===== src/rtl/clock_pkg.sv =====
// BCD limits and the 24h -> 12h display conversion shared by the timekeeper.
package clock_pkg;

    localparam logic [7:0] SEC_MAX  = 8'h59;
    localparam logic [7:0] MIN_MAX  = 8'h59;
    localparam logic [7:0] HOUR_MAX = 8'h23;

    typedef struct packed {
        logic       pm;
        logic [7:0] hh;
    } hour12_t;

    // True when v is a well-formed BCD byte not exceeding max_bcd.
    function automatic logic bcd_ok(input logic [7:0] v, input logic [7:0] max_bcd);
        return (v[3:0] <= 4'd9) && (v <= max_bcd);
    endfunction

    function automatic hour12_t to_12h(input logic [7:0] hour_bcd);
        hour12_t    r;
        logic [4:0] bin;
        logic [4:0] h;
        bin  = 5'(hour_bcd[7:4]) * 5'd10 + 5'(hour_bcd[3:0]);
        r.pm = (bin >= 5'd12);
        h    = r.pm ? bin - 5'd12 : bin;
        if (h == 5'd0) begin
            h = 5'd12;
        end
        r.hh = (h >= 5'd10) ? {4'd1, 4'(h - 5'd10)} : {4'd0, h[3:0]};
        return r;
    endfunction

endpackage


===== src/rtl/bcd_mod_counter.sv =====
// Two-digit BCD counter 00..MAX_BCD with clear-over-increment priority.
module bcd_mod_counter #(
    parameter logic [7:0] MAX_BCD = 8'h59
) (
    input  logic       CLK100MHZ,
    input  logic       reset,
    input  logic       inc_i,
    input  logic       clr_i,
    output logic [7:0] count_o,
    output logic [7:0] next_o,
    output logic       wrap_o
);

    logic [7:0] cnt_q;
    logic [7:0] cnt_d;

    // High whenever an increment this cycle would roll over to 00.
    assign wrap_o  = (cnt_q == MAX_BCD);
    assign count_o = cnt_q;
    assign next_o  = cnt_d;

    // NOTE: cnt_d is given its hold value first so no path through this block can infer a latch.
    always_comb begin
        cnt_d = cnt_q;
        if (clr_i) begin
            cnt_d = '0;
        end else if (inc_i) begin
            if (wrap_o) begin
                cnt_d = '0;
            end else if (cnt_q[3:0] == 4'd9) begin
                cnt_d = {cnt_q[7:4] + 4'd1, 4'd0};
            end else begin
                cnt_d = {cnt_q[7:4], cnt_q[3:0] + 4'd1};
            end
        end
    end

    // NOTE: state is updated with non-blocking assignments so every register samples pre-edge values.
    always_ff @(posedge CLK100MHZ) begin
        if (reset) begin
            cnt_q <= '0;
        end else begin
            cnt_q <= cnt_d;
        end
    end

endmodule


===== src/rtl/bcd_timekeeper.sv =====
// Time-of-day core: seconds prescaler, BCD h:m:s chain, 12/24h display and alarm flag.
module bcd_timekeeper
    import clock_pkg::*;
#(
    parameter int CLK_HZ      = 100_000_000,
    parameter bit ALARM_EN_HW = 1'b1
) (
    input  logic       CLK100MHZ,
    input  logic       reset,
    input  logic       run,
    input  logic       inc_min,
    input  logic       inc_hour,
    input  logic       mode_12h,
    input  logic       alarm_en,
    input  logic       alarm_clr,
    input  logic [7:0] alarm_hh,
    input  logic [7:0] alarm_mm,
    output logic [3:0] hours2,
    output logic [3:0] hours1,
    output logic [3:0] mins2,
    output logic [3:0] mins1,
    output logic [7:0] secs_bcd,
    output logic       pm,
    output logic       sec_pulse,
    output logic       alarm_ring
);

    localparam int              PW         = (CLK_HZ > 2) ? $clog2(CLK_HZ) : 1;
    localparam logic [PW-1:0]   PRESC_LAST = PW'(CLK_HZ - 1);

    logic [PW-1:0] presc_q, presc_d;
    logic          sec_pulse_q, sec_pulse_d;
    logic          ring_q, ring_d;

    logic          tick, edit, auto_tick;
    logic [7:0]    secs_q, mins_q, hours_q;
    logic [7:0]    secs_next, mins_next, hours_next;
    logic          secs_wrap, mins_wrap;
    logic          day_wrap_unused;
    logic          alarm_valid, alarm_hit;
    hour12_t       disp12;

    assign tick      = run && (presc_q == PRESC_LAST);
    assign edit      = inc_min || inc_hour;
    // A button edit in the tick cycle swallows the tick and all of its carries.
    assign auto_tick = tick && !edit;

    bcd_mod_counter #(.MAX_BCD(SEC_MAX)) u_secs (
        .CLK100MHZ (CLK100MHZ),
        .reset     (reset),
        .inc_i     (auto_tick),
        .clr_i     (edit),
        .count_o   (secs_q),
        .next_o    (secs_next),
        .wrap_o    (secs_wrap)
    );

    bcd_mod_counter #(.MAX_BCD(MIN_MAX)) u_mins (
        .CLK100MHZ (CLK100MHZ),
        .reset     (reset),
        .inc_i     (inc_min || (auto_tick && secs_wrap)),
        .clr_i     (1'b0),
        .count_o   (mins_q),
        .next_o    (mins_next),
        .wrap_o    (mins_wrap)
    );

    // Midnight rollover has no consumer at this level.
    bcd_mod_counter #(.MAX_BCD(HOUR_MAX)) u_hours (
        .CLK100MHZ (CLK100MHZ),
        .reset     (reset),
        .inc_i     (inc_hour || (auto_tick && secs_wrap && mins_wrap)),
        .clr_i     (1'b0),
        .count_o   (hours_q),
        .next_o    (hours_next),
        .wrap_o    (day_wrap_unused)
    );

    assign alarm_valid = bcd_ok(alarm_hh, HOUR_MAX) && bcd_ok(alarm_mm, MIN_MAX);
    assign alarm_hit   = auto_tick && alarm_en && alarm_valid && (secs_next == 8'h00)
                       && (mins_next == alarm_mm) && (hours_next == alarm_hh);
    assign sec_pulse_d = tick;

    always_comb begin
        presc_d = presc_q;
        if (edit || tick) begin
            presc_d = '0;
        end else if (run) begin
            presc_d = presc_q + 1'b1;
        end
    end

    always_comb begin
        ring_d = ring_q;
        if (!ALARM_EN_HW) begin
            ring_d = 1'b0;
        end else if (alarm_clr || !alarm_en) begin
            ring_d = 1'b0;
        end else if (alarm_hit) begin
            ring_d = 1'b1;
        end
    end

    // NOTE: reset is sampled on the clock edge, so it sits inside the clocked branch, not the sensitivity list.
    always_ff @(posedge CLK100MHZ) begin
        if (reset) begin
            presc_q     <= '0;
            sec_pulse_q <= 1'b0;
            ring_q      <= 1'b0;
        end else begin
            presc_q     <= presc_d;
            sec_pulse_q <= sec_pulse_d;
            ring_q      <= ring_d;
        end
    end

    assign disp12     = to_12h(hours_q);
    assign {hours2, hours1} = mode_12h ? disp12.hh : hours_q;
    assign {mins2, mins1}   = mins_q;
    assign secs_bcd   = secs_q;
    assign pm         = disp12.pm;
    assign sec_pulse  = sec_pulse_q;
    assign alarm_ring = ring_q;

endmodule


===== config.mk =====
export PLATFORM = sky130hd
export DESIGN_NAME = bcd_timekeeper
export DESIGN_NICKNAME = d
export VERILOG_FILES = /design/src/rtl/clock_pkg.sv /design/src/rtl/bcd_mod_counter.sv /design/src/rtl/bcd_timekeeper.sv
export SDC_FILE = /design/constraint.sdc
export NUM_CORES = 1
export LEC_CHECK = 0
export ABC_CLOCK_PERIOD_IN_PS = 8970
export CAP_MARGIN = 20
export CORE_UTILIZATION = 35
export CTS_BUF_LIST = sky130_fd_sc_hd__clkbuf_4 sky130_fd_sc_hd__clkbuf_8
export CTS_CLUSTER_DIAMETER = 50
export DETAILED_ROUTE_END_ITERATION = 7
export PLACE_DENSITY = 0.59
export SLEW_MARGIN = 20
export SYNTH_ARGS = -nofsm -noshare
export SYNTH_HDL_FRONTEND = slang
export SYNTH_SLANG_ARGS = --single-unit

===== constraint.sdc =====
create_clock -name CLK100MHZ -period 8.97 [get_ports CLK100MHZ]
set_input_delay 2.691 -clock CLK100MHZ [delete_from_list [all_inputs] [get_ports CLK100MHZ]]
set_output_delay 2.691 -clock CLK100MHZ [all_outputs]
set_load 0.03 [all_outputs]

==> results.cfg, run 1 <==
[outcome]
status = completed

[timing]
worst_slew_pin_slew_ps = 1000
hold_viol_final = 0
fmax_mhz = 139
rsz0062_at_grt = false
setup_ws_ps = 1760
finalSetupViolCount = 0
final.setup.tns_ps = 0
fin_crit_sh_pct = 80.4
finalCriticalPeriod_ps = 7210
max_slew_margin_pct = 33.3
finalMaxSlewViolations = 0
clock_skew_ps = 12.4
whs_ps = 525

[clock_network]
cts_tree = done
cts_hold_buf = 0
cts-resized-gates = 0
clk_pin_slew_worst_paths_ps = 120
cts_htree_levels = 2
cts.path.max_buffers = 2
clkLatencyLatePin_ps = 320
cts_root_buffer = clkbuf_8
clock-sinks = 53
numCtsBuffers = 5
post_cts_buffers = 0

[critical_path]
crit_path_end_kind = output pin
start_kind = flop
crit_arrival_ps = 4520
cp.required_ps = 6280
cp_max_fo = 11
crit_type = reg -> out

[pwr]
seq_power_share_pct = 49.7
max-vdd-ir-drop_v = 0.0000624
power.internal_uw = 338
p_leak_nw = 1.55
pwr-share-comb_pct = 19.3
power_density_nw_per_um2 = 111
power.total_uw = 490
clkPwrFrac_pct = 31.0
power_switching_uw = 152
switching_share_pct = 31.0

[placement]
routabilityCongestion = 0.813
dp_hpwl_microns = 7110
placed_cells = 646
pre_cts_slack_ps = 1750
io_buffers = 50
place_area_sq_um = 4330

[finish]
final_util_pct = 42.9
drive_above_1_share_pct = 3.67
antenna_cells = 0
layout.cells.non_filler = 654
nNetsFinal = 561
finish.instance_area_sq_um = 4430
area_growth_pct = 18.4

[grt]
grt_util_met1_pct = 22.8
gr-usage-all-layers_pct = 17.5
grt_pass1_wl_microns = 16000
grt_pass1_vias = 3326
met3_usage_pct = 3.15
grt_max_degree = 28
use_met2_pct = 29.7
grt.overflow.total = 0
grt.busiest_layer = met2
grt_antenna_before_repair = 0

[yosys]
synth.avg_cell_area_sq_um = 7.78
syn-cell-area_sq_um = 3740
synth_cell_type_count = 59
ys_ff_latch = 53
synth-edff-count = 0
syn_inst = 481
syn_nets = 525
synth_warnings = 0
synth_seq_area_share_pct = 28.4
ys.flop_type = dfxtp_1
async_flop_share_pct = 0

[die]
rows = 37
die_w_microns = 105
die_area_sq_um = 11100
pin_count = 51
core_area_sq_um = 10300
dieHeight_microns = 105
initial_core_util_pct = 36.2

[job]
maxCapViolCount = 0

[route]
ant_nets = 0
routedWlPerCell_microns = 14.6
finalWirelength_microns = 9570
drc = 0
drt_pass1_iterations = 4
first_iter_violations = 154
vias_per_cell = 5.43
via_count = 3554

[min_path]
min_path_type = reg -> reg
-- synthesized netlist by cell type, types with 9 or more instances --
library cell,instances,area [sq um]
a21oi_1,30,150
nand4_1,9,56.3
nor4_1,9,56.3
clkbuf_1,17,63.8
xor2_1,23,201
nand3_1,22,110
o21ai_0,24,120
and3_1,12,75.1
dfxtp_1,53,1060
nand2_1,36,135
nor3_1,13,65.1
xnor2_1,19,166
ha_1,19,238
inv_1,22,82.6
nor2_1,59,221
-- cells by family after synthesis --
kind of cell    synth area share (%)
simple gates                    29.7
compound gates                  18.9
flops                           28.4
buf+inv                         4.38
xor+xnor                        9.84
fa+ha+maj                       6.89
mux                             1.94
-- registers in the layout, summed over array words and instances, names as in the netlist --
register / count
presc_q: 27
u_mins.count_o: 8
u_secs.count_o: 8
alarm_ring: 1
sec_pulse: 1
u_hours.count_o: 8
-- final timing paths --
check	to	slack [ps]	cells past startpoint	from
hold reg to reg	presc_q[16]$_SDFFE_PP0P_	530	2	presc_q[16]$_SDFFE_PP0P_
setup / recovery	hours1[3]	1760	13	u_hours.count_o[2]$_SDFF_PP0_
hold / removal	presc_q[16]$_SDFFE_PP0P_	530	2	presc_q[16]$_SDFFE_PP0P_
setup reg to reg	alarm_ring$_SDFFE_PP0P_	5310	9	u_secs.count_o[4]$_SDFF_PP0_
-- worst max-delay path: stages, from the launching register on --
cell	delay [ps]
dfxtp_1	560
inv_1	170
fa_1	450
xor2_1	330
inv_1	140
ha_1	380
nor3_1	150
o22ai_1	110
a21oi_1	130
o21ai_0	130
ha_1	230
or4_1	530
a31oi_1	200
clkdlybuf4s50_1	690
-- per-layer routing --
layer	vias up	share of wire (%)
li1	1813	-
met1	1648	48
met2	78	46
met3	15	4.7
met4	0	1.4
met5	-	0
-- cell usage in the layout (no fill, tap or decap), types with 3 or more instances in the layout --
cell             instances
o211ai_1                 6
or4_1                    5
inv_1                   22
nand2_1                 36
mux2i_1                  5
nor4_1                   9
nor2_1                  59
clkbuf_8                 5
dfxtp_1                 53
o21a_1                   4
xor2_1                  23
a31oi_1                  5
o22ai_1                  4
and4_1                   4
nand3_1                 22
a211oi_1                 4
o21ai_0                 24
nand3b_1                 4
a21o_1                   3
or3_1                    5
a21oi_1                 30
and3_1                  12
and2_1                   6
o2111ai_1                4
and3b_1                  6
nor3_1                  13
nor2b_1                  6
clkdlybuf4s50_1         50
xnor2_1                 19
ha_1                    19
nand4_1                  9
-- power groups by stage --
stage	clock (mW)	sequential [mW]	combinational, mW
3_5_place_dp	0	0.249	0.0935
2_1_floorplan	0	0.247	0.0604
4_1_cts	0.157	0.243	0.0942
3_3_place_gp	0	0.249	0.0931
6_report	0.152	0.243	0.0946
5_1_grt	0.166	0.244	0.103
-- layout make-up --
cell class | count | area [sq um]
tap | 136 | 170
clock inverter | 3 | 28.8
clock buffer | 5 | 68.8
timing repair buffer | 50 | 500
multi-input combinational | 385 | 2510
fill | 1057 | 5900
sequential | 53 | 1060
inverter | 22 | 82.6
Power figures use the tool's default switching activity.
==> run 2: changes to the inputs <==
--- a/config.mk
+++ b/config.mk
@@ -5,13 +5,13 @@
 export SDC_FILE = /design/constraint.sdc
 export NUM_CORES = 1
 export LEC_CHECK = 0
-export ABC_CLOCK_PERIOD_IN_PS = 8970
+export ABC_CLOCK_PERIOD_IN_PS = 6300
 export CAP_MARGIN = 20
 export CORE_UTILIZATION = 35
 export CTS_BUF_LIST = sky130_fd_sc_hd__clkbuf_4 sky130_fd_sc_hd__clkbuf_8
 export CTS_CLUSTER_DIAMETER = 50
 export DETAILED_ROUTE_END_ITERATION = 7
-export PLACE_DENSITY = 0.59
+export PLACE_DENSITY = 0.61
 export SLEW_MARGIN = 20
 export SYNTH_ARGS = -nofsm -noshare
 export SYNTH_HDL_FRONTEND = slang
==> constraint.sdc (replaced) <==
create_clock -name CLK100MHZ -period 6.3 [get_ports CLK100MHZ]
set_input_delay 1.89 -clock CLK100MHZ [delete_from_list [all_inputs] [get_ports CLK100MHZ]]
set_output_delay 1.89 -clock CLK100MHZ [all_outputs]
set_load 0.03 [all_outputs]
==> run 2 against run 1 <==
- combinational power is 49% higher
- cell area is 1.2% higher
- critical path depth unchanged
- worst setup slack got worse by 1500 ps
- critical path type unchanged
- largest cell class unchanged
- largest power group unchanged
==> results.cfg, run 2 (synthesis gave the netlist of run 1 again) <==
[grt]
grt_pass1_vias = 3445
grt_antenna_before_repair = 0
gr-usage-all-layers_pct = 18.1
grt.overflow.total = 0
grt_max_degree = 28
grt_pass1_wl_microns = 16500

[pwr]
max-vdd-ir-drop_v = 0.0000956
power_density_nw_per_um2 = 157
power.total_uw = 703
p_leak_nw = 1.61

[placement]
dp_hpwl_microns = 7410
routabilityCongestion = 0.877
io_buffers = 50
placed_cells = 651
pre_cts_slack_ps = 366
place_area_sq_um = 4370

[route]
first_iter_violations = 183
drc = 0
drt_pass1_iterations = 4
ant_nets = 0
finalWirelength_microns = 9920
vias_per_cell = 5.52
routedWlPerCell_microns = 15.0
via_count = 3640

[critical_path]
crit_cells = 13
crit_chain = inv_1 -> fa_1 -> xor2_2 -> inv_1 -> ha_1 -> nor3_1 -> o22ai_1 -> a21oi_1 -> o21ai_0 -> ha_1 -> o21bai_1 -> a31oi_1 -> clkdlybuf4s50_1
cpMaxStageDelayCell = clkdlybuf4s50_1
crit_arrival_ps = 4100
r2r-start = u_secs.count_o[4]$_SDFF_PP0_
critical_path.top_delay_family = adder cells
max_stage_delay_ps = 690
crit_buf_inv = 3
ff2ff_path_depth = 9
rrSetupSlack_ps = 2630
crit_path_end_kind = output pin
cp_max_fo = 11
crit_type = reg -> out
start_kind = flop
cp.required_ps = 4410
r2r-end = alarm_ring$_SDFFE_PP0P_

[timing]
finalMaxSlewViolations = 0
fin_crit_sh_pct = 95.1
hold_viol_final = 0
fmax_mhz = 167
setup_ws_ps = 308
clock_skew_ps = 14.7
max_slew_margin_pct = 44.3
rsz0062_at_grt = false
finalSetupViolCount = 0
worst_slew_pin_slew_ps = 827
whs_ps = 529
finalCriticalPeriod_ps = 5990
final.setup.tns_ps = 0

[die]
rows = 37
core_area_sq_um = 10300
dieHeight_microns = 105
die_w_microns = 105
initial_core_util_pct = 36.2
pin_count = 51
die_area_sq_um = 11100

[finish]
final_util_pct = 43.4
mostFrequentLayoutCells = 59 x nor2_1, 53 x dfxtp_1, 47 x clkdlybuf4s50_1
finish.instance_area_sq_um = 4480
top_register = presc_q
drive_above_1_share_pct = 4.97
largest_reg_flops = 27
final_common_cell = nor2_1
antenna_cells = 0
area_growth_pct = 19.8
nNetsFinal = 566
multi_input_area_sq_um = 2520
layout.cells.non_filler = 659
seq_area_sq_um = 1060
num-fill-cells = 1051

[clock_network]
clkLatencyLatePin_ps = 320
numCtsBuffers = 5
cts_tree = done
clock-sinks = 53
cts.path.max_buffers = 2
cts_htree_levels = 2
cts_hold_buf = 0
clk_pin_slew_worst_paths_ps = 110
post_cts_buffers = 0
cts_root_buffer = clkbuf_8
cts-resized-gates = 0

[outcome]
status = completed

[min_path]
whs_path_depth = 2
min_path_type = reg -> reg
holdPathEnd = presc_q[7]$_SDFFE_PP0P_
min-delay-start = presc_q[7]$_SDFFE_PP0P_

[job]
maxCapViolCount = 0
## run 2: changes by cell type in the layout (fill, tap and decap cells not counted)
cell | previous run | this run
xor2_1 | 23 | 22
buf_4 | 0 | 5
clkdlybuf4s50_1 | 50 | 47
nand2b_1 | 1 | 0
nand2b_2 | 0 | 1
dlymetal6s2s_1 | 0 | 3
xor2_2 | 0 | 1
## run 2: worst max path at each step
stage                                        startpoint   endpoint  slack, ps
after floorplan           u_hours.count_o[2]$_SDFF_PP0_  hours1[3]        870
after global placement    u_hours.count_o[2]$_SDFF_PP0_  hours1[3]        490
after detailed placement  u_hours.count_o[2]$_SDFF_PP0_  hours1[3]        370
after CTS                 u_hours.count_o[2]$_SDFF_PP0_  hours1[3]          2
after global routing      u_hours.count_o[4]$_SDFF_PP0_  hours2[0]         50
final                     u_hours.count_o[2]$_SDFF_PP0_  hours2[0]        310
## run 2: per-layer routing
metal | share of wire (%) | GRT usage, % | vias to the layer above
li1 | - | - | 1820
met1 | 46 | 23.6 | 1721
met2 | 48 | 31.0 | 90
met3 | 5.1 | 3.22 | 9
met4 | 0.91 | 4.12 | 0
met5 | 0 | 0 | -
## run 2: layout make-up
class	instances	share of cell area, %
clock buffers	5	1.54
clock inverters	3	0.642
inverters	22	1.84
multi-input cells	385	56.3
flip-flops and latches	53	23.7
well taps	136	3.80
repair buffers	55	12.2
## run 2: worst register-to-register path: stages, from the launching register on
cell and delay [ps]:
dfxtp_1 520, ha_1 230, and3b_1 300, nand4_1 290
o41a_1 580, or4_1 510, and3_1 190, or4_1 540
nor4_1 300, a31o_1 170
## run 2: power breakdown
group          internal [mW]  switching (mW)
clock                 0.0836           0.133
combinational         0.0619          0.0796
sequential             0.338         0.00672
